$ cat src/rtl/mem_port_arbiter_pkg.sv
// Shared types and constants for the fetch/LSU unified memory port arbiter.
package mem_port_arbiter_pkg;

    localparam int unsigned MaskW     = 4;
    localparam logic [MaskW-1:0] FULL_MASK = 4'hF;

    typedef enum logic {
        OWN_IF,
        OWN_LSU
    } owner_e;

    typedef enum logic [1:0] {
        IDLE,
        IF_WAIT,
        LSU_WAIT,
        RESP
    } arb_state_e;

    // Round-robin pick: on a tie the requester that did not own the port last wins.
    function automatic owner_e pick_owner(input logic if_req, input logic lsu_req,
                                          input owner_e last_owner);
        if (if_req && lsu_req) begin
            return (last_owner == OWN_LSU) ? OWN_IF : OWN_LSU;
        end
        return if_req ? OWN_IF : OWN_LSU;
    endfunction

endpackage

$ cat src/rtl/mem_port_arbiter_if.sv
// Requester, response and memory-side signals of the unified memory port.
interface mem_port_arbiter_if
    import mem_port_arbiter_pkg::*;
#(
    parameter int unsigned DataWidth = 32
);
    logic                 if_req;
    logic [DataWidth-1:0] if_addr;
    logic                 if_gnt;
    logic                 if_valid;
    logic [DataWidth-1:0] if_rdata;

    logic                 lsu_req;
    logic                 lsu_we;
    logic [MaskW-1:0]     lsu_mask;
    logic [DataWidth-1:0] lsu_addr;
    logic [DataWidth-1:0] lsu_wdata;
    logic                 lsu_gnt;
    logic                 lsu_valid;
    logic [DataWidth-1:0] lsu_rdata;

    logic                 mem_request;
    logic                 mem_we_re;
    logic [MaskW-1:0]     mem_mask;
    logic [DataWidth-1:0] mem_addr;
    logic [DataWidth-1:0] mem_wdata;
    logic [DataWidth-1:0] mem_rdata;
    logic                 mem_valid;

    logic                 bus_err;
    logic                 busy;

    modport master (
        output if_req, if_addr, lsu_req, lsu_we, lsu_mask, lsu_addr, lsu_wdata,
               mem_rdata, mem_valid,
        input  if_gnt, if_valid, if_rdata, lsu_gnt, lsu_valid, lsu_rdata,
               mem_request, mem_we_re, mem_mask, mem_addr, mem_wdata, bus_err, busy
    );

    modport slave (
        input  if_req, if_addr, lsu_req, lsu_we, lsu_mask, lsu_addr, lsu_wdata,
               mem_rdata, mem_valid,
        output if_gnt, if_valid, if_rdata, lsu_gnt, lsu_valid, lsu_rdata,
               mem_request, mem_we_re, mem_mask, mem_addr, mem_wdata, bus_err, busy
    );

endinterface

$ cat src/rtl/mem_port_arbiter_watchdog.sv
// Wait-cycle counter; o_expired_c flags the last permitted wait cycle.
module mem_watchdog #(
    parameter int unsigned Timeout = 64
) (
    input  logic clk,
    input  logic rst,
    input  logic i_clear,
    input  logic i_enable,
    output logic o_expired_c
);
    localparam int unsigned CntW = $clog2(Timeout + 1);

    logic [CntW-1:0] r_count;

    always_ff @(posedge clk or negedge rst) begin
        if (!rst) begin
            r_count <= '0;
        end else if (i_clear) begin
            r_count <= '0;
        end else if (i_enable && !o_expired_c) begin
            r_count <= r_count + CntW'(1);
        end
    end

    // Counter is 0 on the first wait cycle, so Timeout-1 marks the Timeout-th cycle.
    assign o_expired_c = i_enable && (r_count == CntW'(Timeout - 1));

endmodule

$ cat src/rtl/mem_port_arbiter.sv
// Arbitrates fetch and LSU onto one memory port, holds the transaction until
// data_valid or watchdog abort, and returns the response to its issuer.
module mem_port_arbiter
    import mem_port_arbiter_pkg::*;
#(
    parameter int unsigned DataWidth = 32,
    parameter int unsigned Timeout   = 64
) (
    input  logic              clk,
    input  logic              rst,
    mem_port_arbiter_if.slave bus
);
    arb_state_e           r_state, w_state_n;
    owner_e               r_last_owner, w_last_owner_n, w_sel;
    logic                 r_mem_request, w_mem_request_n;
    logic                 r_mem_we, w_mem_we_n;
    logic [MaskW-1:0]     r_mem_mask, w_mem_mask_n;
    logic [DataWidth-1:0] r_mem_addr, w_mem_addr_n;
    logic [DataWidth-1:0] r_mem_wdata, w_mem_wdata_n;
    logic                 r_if_valid, w_if_valid_n;
    logic                 r_lsu_valid, w_lsu_valid_n;
    logic                 r_bus_err, w_bus_err_n;
    logic [DataWidth-1:0] r_if_rdata, w_if_rdata_n;
    logic [DataWidth-1:0] r_lsu_rdata, w_lsu_rdata_n;
    logic [DataWidth-1:0] w_rdata;
    logic                 w_if_gnt, w_lsu_gnt, w_in_wait, w_expired;

    assign w_in_wait = (r_state == IF_WAIT) || (r_state == LSU_WAIT);

    mem_watchdog #(.Timeout(Timeout)) u_watchdog (
        .clk        (clk),
        .rst        (rst),
        .i_clear    (!w_in_wait),
        .i_enable   (w_in_wait),
        .o_expired_c(w_expired)
    );

    always_ff @(posedge clk or negedge rst) begin
        if (!rst) begin
            r_state       <= IDLE;
            r_last_owner  <= OWN_LSU;
            r_mem_request <= 1'b0;
            r_mem_we      <= 1'b0;
            r_mem_mask    <= '0;
            r_mem_addr    <= '0;
            r_mem_wdata   <= '0;
            r_if_valid    <= 1'b0;
            r_lsu_valid   <= 1'b0;
            r_bus_err     <= 1'b0;
            r_if_rdata    <= '0;
            r_lsu_rdata   <= '0;
        end else begin
            r_state       <= w_state_n;
            r_last_owner  <= w_last_owner_n;
            r_mem_request <= w_mem_request_n;
            r_mem_we      <= w_mem_we_n;
            r_mem_mask    <= w_mem_mask_n;
            r_mem_addr    <= w_mem_addr_n;
            r_mem_wdata   <= w_mem_wdata_n;
            r_if_valid    <= w_if_valid_n;
            r_lsu_valid   <= w_lsu_valid_n;
            r_bus_err     <= w_bus_err_n;
            r_if_rdata    <= w_if_rdata_n;
            r_lsu_rdata   <= w_lsu_rdata_n;
        end
    end

    always_comb begin
        w_state_n       = r_state;
        w_last_owner_n  = r_last_owner;
        w_mem_request_n = r_mem_request;
        w_mem_we_n      = r_mem_we;
        w_mem_mask_n    = r_mem_mask;
        w_mem_addr_n    = r_mem_addr;
        w_mem_wdata_n   = r_mem_wdata;
        w_if_valid_n    = 1'b0;
        w_lsu_valid_n   = 1'b0;
        w_bus_err_n     = 1'b0;
        w_if_rdata_n    = r_if_rdata;
        w_lsu_rdata_n   = r_lsu_rdata;
        w_if_gnt        = 1'b0;
        w_lsu_gnt       = 1'b0;
        w_rdata         = '0;
        w_sel           = pick_owner(bus.if_req, bus.lsu_req, r_last_owner);

        case (r_state)
            IDLE: begin
                if (bus.if_req || bus.lsu_req) begin
                    w_last_owner_n  = w_sel;
                    w_mem_request_n = 1'b1;
                    if (w_sel == OWN_IF) begin
                        w_if_gnt      = 1'b1;
                        w_mem_we_n    = 1'b0;
                        w_mem_mask_n  = FULL_MASK;
                        w_mem_addr_n  = bus.if_addr;
                        w_mem_wdata_n = '0;
                        w_state_n     = IF_WAIT;
                    end else begin
                        w_lsu_gnt     = 1'b1;
                        w_mem_we_n    = bus.lsu_we;
                        w_mem_mask_n  = bus.lsu_mask;
                        w_mem_addr_n  = bus.lsu_addr;
                        w_mem_wdata_n = bus.lsu_wdata;
                        w_state_n     = LSU_WAIT;
                    end
                end
            end
            IF_WAIT, LSU_WAIT: begin
                // A response in the expiry cycle still counts as a normal completion.
                if (bus.mem_valid || w_expired) begin
                    w_rdata         = (bus.mem_valid && !r_mem_we) ? bus.mem_rdata : '0;
                    w_bus_err_n     = !bus.mem_valid;
                    w_mem_request_n = 1'b0;
                    w_mem_we_n      = 1'b0;
                    w_mem_mask_n    = '0;
                    w_mem_addr_n    = '0;
                    w_mem_wdata_n   = '0;
                    w_state_n       = RESP;
                    if (r_state == IF_WAIT) begin
                        w_if_valid_n = 1'b1;
                        w_if_rdata_n = w_rdata;
                    end else begin
                        w_lsu_valid_n = 1'b1;
                        w_lsu_rdata_n = w_rdata;
                    end
                end
            end
            RESP:    w_state_n = IDLE;
            default: w_state_n = IDLE;
        endcase
    end

    // Grants are combinational, so mask them while reset is held.
    assign bus.if_gnt      = rst && w_if_gnt;
    assign bus.lsu_gnt     = rst && w_lsu_gnt;
    assign bus.if_valid    = r_if_valid;
    assign bus.if_rdata    = r_if_rdata;
    assign bus.lsu_valid   = r_lsu_valid;
    assign bus.lsu_rdata   = r_lsu_rdata;
    assign bus.mem_request = r_mem_request;
    assign bus.mem_we_re   = r_mem_we;
    assign bus.mem_mask    = r_mem_mask;
    assign bus.mem_addr    = r_mem_addr;
    assign bus.mem_wdata   = r_mem_wdata;
    assign bus.bus_err     = r_bus_err;
    assign bus.busy        = (r_state != IDLE);

endmodule

$ cat src/flat_wrapper.sv
// flat-port wrapper written by rule: the top's interface ports become plain ports
module mem_port_arbiter_flat import mem_port_arbiter_pkg::*;
#(
    parameter int unsigned DataWidth = 32,
    parameter int unsigned Timeout   = 64
)
  (clk, rst, bus_if_req, bus_if_addr, bus_lsu_req, bus_lsu_we, bus_lsu_mask, bus_lsu_addr, bus_lsu_wdata, bus_mem_rdata, bus_mem_valid, bus_if_gnt, bus_if_valid, bus_if_rdata, bus_lsu_gnt, bus_lsu_valid, bus_lsu_rdata, bus_mem_request, bus_mem_we_re, bus_mem_mask, bus_mem_addr, bus_mem_wdata, bus_bus_err, bus_busy);
  mem_port_arbiter_if #(.DataWidth(DataWidth)) bus_i ();
  input  logic clk;
  input  logic rst;
  input wire logic [$bits(bus_i.if_req)-1:0] bus_if_req;
  input wire logic [$bits(bus_i.if_addr)-1:0] bus_if_addr;
  input wire logic [$bits(bus_i.lsu_req)-1:0] bus_lsu_req;
  input wire logic [$bits(bus_i.lsu_we)-1:0] bus_lsu_we;
  input wire logic [$bits(bus_i.lsu_mask)-1:0] bus_lsu_mask;
  input wire logic [$bits(bus_i.lsu_addr)-1:0] bus_lsu_addr;
  input wire logic [$bits(bus_i.lsu_wdata)-1:0] bus_lsu_wdata;
  input wire logic [$bits(bus_i.mem_rdata)-1:0] bus_mem_rdata;
  input wire logic [$bits(bus_i.mem_valid)-1:0] bus_mem_valid;
  output wire logic [$bits(bus_i.if_gnt)-1:0] bus_if_gnt;
  output wire logic [$bits(bus_i.if_valid)-1:0] bus_if_valid;
  output wire logic [$bits(bus_i.if_rdata)-1:0] bus_if_rdata;
  output wire logic [$bits(bus_i.lsu_gnt)-1:0] bus_lsu_gnt;
  output wire logic [$bits(bus_i.lsu_valid)-1:0] bus_lsu_valid;
  output wire logic [$bits(bus_i.lsu_rdata)-1:0] bus_lsu_rdata;
  output wire logic [$bits(bus_i.mem_request)-1:0] bus_mem_request;
  output wire logic [$bits(bus_i.mem_we_re)-1:0] bus_mem_we_re;
  output wire logic [$bits(bus_i.mem_mask)-1:0] bus_mem_mask;
  output wire logic [$bits(bus_i.mem_addr)-1:0] bus_mem_addr;
  output wire logic [$bits(bus_i.mem_wdata)-1:0] bus_mem_wdata;
  output wire logic [$bits(bus_i.bus_err)-1:0] bus_bus_err;
  output wire logic [$bits(bus_i.busy)-1:0] bus_busy;
  assign bus_i.if_req = bus_if_req;
  assign bus_i.if_addr = bus_if_addr;
  assign bus_i.lsu_req = bus_lsu_req;
  assign bus_i.lsu_we = bus_lsu_we;
  assign bus_i.lsu_mask = bus_lsu_mask;
  assign bus_i.lsu_addr = bus_lsu_addr;
  assign bus_i.lsu_wdata = bus_lsu_wdata;
  assign bus_i.mem_rdata = bus_mem_rdata;
  assign bus_i.mem_valid = bus_mem_valid;
  assign bus_if_gnt = bus_i.if_gnt;
  assign bus_if_valid = bus_i.if_valid;
  assign bus_if_rdata = bus_i.if_rdata;
  assign bus_lsu_gnt = bus_i.lsu_gnt;
  assign bus_lsu_valid = bus_i.lsu_valid;
  assign bus_lsu_rdata = bus_i.lsu_rdata;
  assign bus_mem_request = bus_i.mem_request;
  assign bus_mem_we_re = bus_i.mem_we_re;
  assign bus_mem_mask = bus_i.mem_mask;
  assign bus_mem_addr = bus_i.mem_addr;
  assign bus_mem_wdata = bus_i.mem_wdata;
  assign bus_bus_err = bus_i.bus_err;
  assign bus_busy = bus_i.busy;
  mem_port_arbiter #(.DataWidth(DataWidth), .Timeout(Timeout)) u_core (.clk(clk), .rst(rst), .bus(bus_i));
endmodule
$ cat config.mk
export PLATFORM = sky130hd
export DESIGN_NAME = mem_port_arbiter_flat
export DESIGN_NICKNAME = d
export VERILOG_FILES = /design/src/rtl/mem_port_arbiter_pkg.sv /design/src/rtl/mem_port_arbiter_if.sv /design/src/rtl/mem_port_arbiter_watchdog.sv /design/src/rtl/mem_port_arbiter.sv /design/src/flat_wrapper.sv
export SDC_FILE = /design/constraint.sdc
export NUM_CORES = 1
export LEC_CHECK = 0
export CAP_MARGIN = 5
export CORE_ASPECT_RATIO = 0.75
export CORE_MARGIN = 3
export CORE_UTILIZATION = 45
export CTS_BUF_LIST = sky130_fd_sc_hd__clkbuf_16
export CTS_CLUSTER_DIAMETER = 120
export DETAILED_ROUTE_END_ITERATION = 8
export MAX_ROUTING_LAYER = met4
export PLACE_DENSITY = 0.87
export SLEW_MARGIN = 20
export SYNTH_ARGS = -nofsm -noshare
export SYNTH_HDL_FRONTEND = slang
export SYNTH_SLANG_ARGS = --single-unit
$ cat constraint.sdc
create_clock -name clk -period 4.3 [get_ports clk]
set_input_delay 0.86 -clock clk [delete_from_list [all_inputs] [get_ports clk]]
set_output_delay 0.86 -clock clk [all_outputs]
set_load 0.01 [all_outputs]
; Yosys cells after proc, flatten, opt, wreduce, memory -nomap -nowiden
; Cells that the tools add are included.
[op_classes]
add_sub_neg = 1
n_eq_ne = 7
mux = 43
bitwise_logic = 1
n_reduce_logical = 21
[op_table]
columns = operator, n
row1 = 32-bit 2-to-1 mux, 6
row2 = 32-bit one-hot mux with 2 select lines, 2
row3 = 1-bit 2-to-1 mux, 23
row4 = 7-bit 2-to-1 mux, 2
row5 = 4-bit 2-to-1 mux, 3
row6 = 3-bit AND reduction, 3
row7 = 4-bit one-hot mux with 2 select lines, 1
row8 = "7-bit by 1-bit adder with 7-bit output, second input constant", 1
row9 = "7-bit by 6-bit == test with 1-bit output, second input constant", 1
row10 = 1-bit logical AND, 6
row11 = 2-bit 2-to-1 mux, 3
row12 = "2-bit by 1-bit != test with 1-bit output, second input constant", 3
row13 = 2-bit one-hot mux with 3 select lines, 1
row14 = "2-bit == test, second input constant", 2
row15 = 1-bit one-hot mux with 2 select lines, 2
row16 = 2-bit AND reduction, 2
row17 = 2-bit nonzero test, 2
row18 = 1-bit logical NOT, 3
row19 = 1-bit logical OR, 3
row20 = "2-bit by 1-bit == test with 1-bit output, second input constant", 1
row21 = 2-bit logical NOT, 1
row22 = 2-bit OR reduction, 1
row23 = 1-bit NOT, 1
[totals]
regBits = 147
inputBits = 138
out_inout_bits = 140
wordCells = 86

; Longest topological paths before layout
[logic_depth]
ltp_word = 7
mapped_depth = 8

; By module
; From an unflattened synthesis, not the netlist that was laid out.
[unflattened]
hier_cells = 513
hier_area_um2 = 5931.9
[modules_own_cells]
columns = module, instances, cells_per_inst, area_per_inst_um2, seq_area_each_um2
row1 = mem_port_arbiter, 1, 474, 5541.6, 3504.6
row2 = mem_watchdog, 1, 39, 390.4, 175.2

; Least setup slack after synthesis
; No wires, ideal clock.
[synth_path]
kind = in2out
startpoint = in bus_if_req
endpoint = out bus_if_gnt
arrival_time_ns = 1.483
path_slack_ns = 1.957
path_stages = 3
n_path_buf = 1
cell_sequence = a21boi_2 > buf_2 > and3_1
[synth_between]
elab_chain_cells = 7
word_cells_on_any_way = 9
classes_between = mux (6) / reduce/logical (3)
[synth_rtl]
columns = element, line
row1 = "start, declared", flat_wrapper.sv:11  ; input wire logic [$bits(bus_i.if_req)-1:0] bus_if_req;
row2 = 1-bit logical AND, mem_port_arbiter_pkg.sv:22  ; if (if_req && lsu_req) begin
row3 = 1-bit 2-to-1 mux, mem_port_arbiter_pkg.sv:22
row4 = 1-bit 2-to-1 mux, mem_port_arbiter_pkg.sv:25  ; return if_req ? OWN_IF : OWN_LSU;
row5 = 1-bit 2-to-1 mux, mem_port_arbiter.sv:91  ; if (w_sel == OWN_IF) begin
row6 = 1-bit 2-to-1 mux (*), mem_port_arbiter.sv:88  ; if (bus.if_req || bus.lsu_req) begin
row7 = 1-bit 2-to-1 mux (*), mem_port_arbiter.sv:86  ; case (r_state)
row8 = 1-bit logical AND (*), mem_port_arbiter.sv:134  ; assign bus.if_gnt = rst && w_if_gnt;
row9 = "end, declared", flat_wrapper.sv:20  ; output wire logic [$bits(bus_i.if_gnt)-1:0] bus_if_gnt;
; Mark *: on every way between the ends. The rest lies on a longest branch, timed or not.

; Final worst setup path
; Same ends and word-level chain as after synthesis.

==> results.cfg <==
[run_status]
status = finished clean

[synthesis]
yosysTopAreaCell = dfrtp_1
synth_cell_type_count = 42
synth_nets = 561
ys_seq_area_share_pct = 61.6
synth_area_sq_um = 5970
synth_top_area_share_pct = 61.2
synthAdderAreaFrac_pct = 1.26
synthMuxAreaShare_pct = 5.89
synthTopCellsByArea = dfrtp_1 (61%), a22o_1 (14%), mux2i_1 (5.7%)
ys_ff_latch = 147
synth-simple-area-share_pct = 3.92
yosys_warnings = 0
synth_xor_area_share_pct = 0.147
synth_top_family_by_area = compound AO/OA/AOI/OAI gates
syn_area_per_cell_sq_um = 14.3
synth_cells = 417
synth_compound_area_share_pct = 22.9

[worst_setup_path]
cp-startpoint = bus_if_req
ff2ff_setup_slack_ps = 1660
cp.arrival_ps = 2340
worstReg2RegStart = u_core.r_state[1]
r2r_cells = 6
crit_end = bus_if_gnt
worst_ep_required_time_ps = 3440
cp_common_cell = clkdlybuf4s50_1
crit_path_cell_trace = clkdlybuf4s50_1 -> a21boi_4 -> and3_1 -> clkdlybuf4s50_1
slowest_stage = clkdlybuf4s50_1
critical_path_class = input port to primary output
critPathMaxFanout = 5
crit_path_start_kind = input port
timing.rr.end = u_core.bus.mem_wdata[16]
endpoint_kind = primary output
slowest_delay_ps = 570

[clock_network]
clockBufferDepth = 2
hold_buffers = 0
cts_max_level = 4
cts_made_buffers = 17
root_buffer = clkbuf_16
post_cts_resized = 0
cts_tree = built
post_cts_buffers = 0
insertion_delay_ps = 410
cts.sinks = 147
clk_pin_slew_ps = 60

[floorplan]
dieArea_sq_um = 14700
die_h_um = 106
core-area_sq_um = 12600
fp.dieW_um = 139
num_io_pins = 278
rows = 35
start_util_pct = 47.4

[power]
p_leak_uw = 0.00412
switching_share_pct = 34.6
vdd_drop_max_mv = 0.444
finalPower_uw = 7130
powerDensity_nw_per_um2 = 756
clockPowerShare_pct = 21.1
p_switching_uw = 2470
power_frac_seq_pct = 33.0
p_int_uw = 4660
p_comb_share_pct = 45.8

[grt]
grt_usage_pct = 24.3
grt_pass1_wl_um = 27700
grt.met2_usage_pct = 40.5
grt_pass1_vias = 5015
grt_antenna_before_repair = 0
grt_max_degree = 71
use_met3_pct = 4.63
met1_usage_pct = 30.7
grt_overflow = 0
gr-max-usage-layer = met2

[timing]
timing.final.crit_share_pct = 74.4
max_slew.worst_pin.slew_ps = 989
fmax_mhz = 313
setup_tns_ps = 0
setup_viol = 0
maxSlewViolCount = 0
final_hold_viol_count = 0
slew-limit-headroom_pct = 33.8
min_period_ps = 3200
skew_ps = 12.4
fin_hold_ws_ps = 274
rsz0062_at_grt = no

[cells_and_area]
nets = 833
antennaDiodeCount = 0
multi_input_area_sq_um = 2060
regArea_sq_um = 3680
drive_gt1_share_pct = 9.40
syn_to_final_growth_pct = 57.9
nFillCells = 802

[detailed_routing]
wl_um = 17400
drtIter0Drc = 242
first_pass_iters = 5
routed_via_density = 5.39
vias = 4682
wl_per_cell_um = 20.1
drc = 0
postRouteAntennaNets = 0

[placement]
place.port_buffers = 277
place.gp.congestion = 0.859
dp_hpwl_um = 12400

[hold_path]
holdCritPathClass = input port to asynchronous set/reset pin

[job]
cap_violations = 0
-- stage by stage --
step	util, %	instances	setup slack [ps]	area [sq um]
6_report	74.8	868	1100	9430
4_1_cts	74.6	866	1110	9400
2_1_floorplan	-	417	1960	5970
3_5_place_dp	69.7	834	952	8800
3_3_place_gp	69.7	834	1060	8800
5_1_grt	74.8	868	1030	9430
-- power by group through the flow --
stage,Sequential [uW],Clock (uW),Combinational (uW)
2_1_floorplan,2570,0,1450
3_3_place_gp,2330,0,3140
3_5_place_dp,2350,0,3240
4_1_cts,2350,1530,3240
5_1_grt,2430,1600,3480
6_report,2360,1510,3270
-- sequential cells by signal (all words and copies together), names as in the netlist, 2 cells and up --
register	count
u_core.bus.mem_mask	4
u_core.bus.lsu_rdata	32
u_core.bus.if_rdata	32
u_core.bus.mem_addr	32
u_core.u_watchdog.r_count	7
u_core.bus.mem_wdata	32
u_core.r_state	2
-- worst min path at each step --
stage	to	depth (start not counted)	slack (ps)	from
finish	u_core.bus.mem_wdata[31]	1	270	rst
global route	u_core.bus.mem_wdata[31]	1	260	rst
CTS	u_core.bus.mem_wdata[31]	1	260	rst
detailed placement	u_core.bus.mem_addr[5]	1	470	u_core.bus.mem_addr[5]
global placement	u_core.bus.mem_mask[2]	1	470	u_core.bus.mem_mask[2]
floorplan	u_core.u_watchdog.r_count[6]	2	490	u_core.u_watchdog.r_count[6]
-- placed cells by master (no fill, tap or decap), types with 7 or more instances in the layout --
master / synthesis / routed
a22o_1: 98 / 98
o2bb2ai_2: 10 / 10
dfrtp_1: 146 / 146
buf_4: 1 / 7
o2bb2ai_1: 26 / 26
clkdlybuf4s50_1: 0 / 276
nor2_1: 12 / 12
mux2i_1: 34 / 34
inv_1: 6 / 7
clkbuf_16: 0 / 17
-- Yosys cell counts --
library cell,n
buf_2,18
nand2_2,1
inv_2,1
nor3_2,2
ha_1,6
nand2_1,4
o2bb2ai_1,26
nor3_1,2
inv_1,6
nand3_1,1
o21ai_0,4
dfstp_2,1
o21bai_1,1
mux2i_1,34
o2bb2ai_2,10
dfrtp_1,146
buf_4,1
o211ai_4,1
nor2_2,1
and3_1,2
nand4_1,1
or2_2,1
nor3b_2,1
and4_1,1
nor2_8,1
clkbuf_1,3
clkbuf_4,1
a31oi_1,5
nand3_4,1
nand3b_2,1
o21ai_4,1
o21ai_1,1
a21boi_2,1
nor2_1,12
a22o_1,98
a21oi_1,4
and3b_1,1
xnor2_1,1
mux2_2,1
buf_6,10
and4b_1,1
nand2b_1,2
-- critical path: cells and delay by family --
family	cells	cell delay [ps]
buffers and inverters	2	1100
AND/OR/NAND/NOR	1	160
AO/OA/AOI/OAI	1	210
-- layer usage --
metal  up-vias  share of wire (%)
li1       2151                  -
met1      2347                 43
met2       170                 51
met3        14                4.4
met4         0                1.3
met5         -                  0
-- logic make-up (layout without fill, tap and decap cells) --
logic type	Yosys count	in the layout
AOI/OAI and AO/OA	152	152
DFF	147	147
adders and majority gates	6	6
muxes	35	35
and+or+nand+nor	36	36
buffers and inverters	40	325
xor gates and xnor gates	1	1
-- area by class of cell --
| cell class | count | share of cell area [%] |
|---|---|---|
| clock buffers | 17 | 4.51 |
| well taps | 166 | 2.20 |
| multi-input cells | 230 | 21.8 |
| flip-flops and latches | 147 | 39.0 |
| inverters | 7 | 0.279 |
| repair buffers | 286 | 30.3 |
| clock inverters | 15 | 1.94 |
Note: power is estimated with default switching activity, not from simulation.
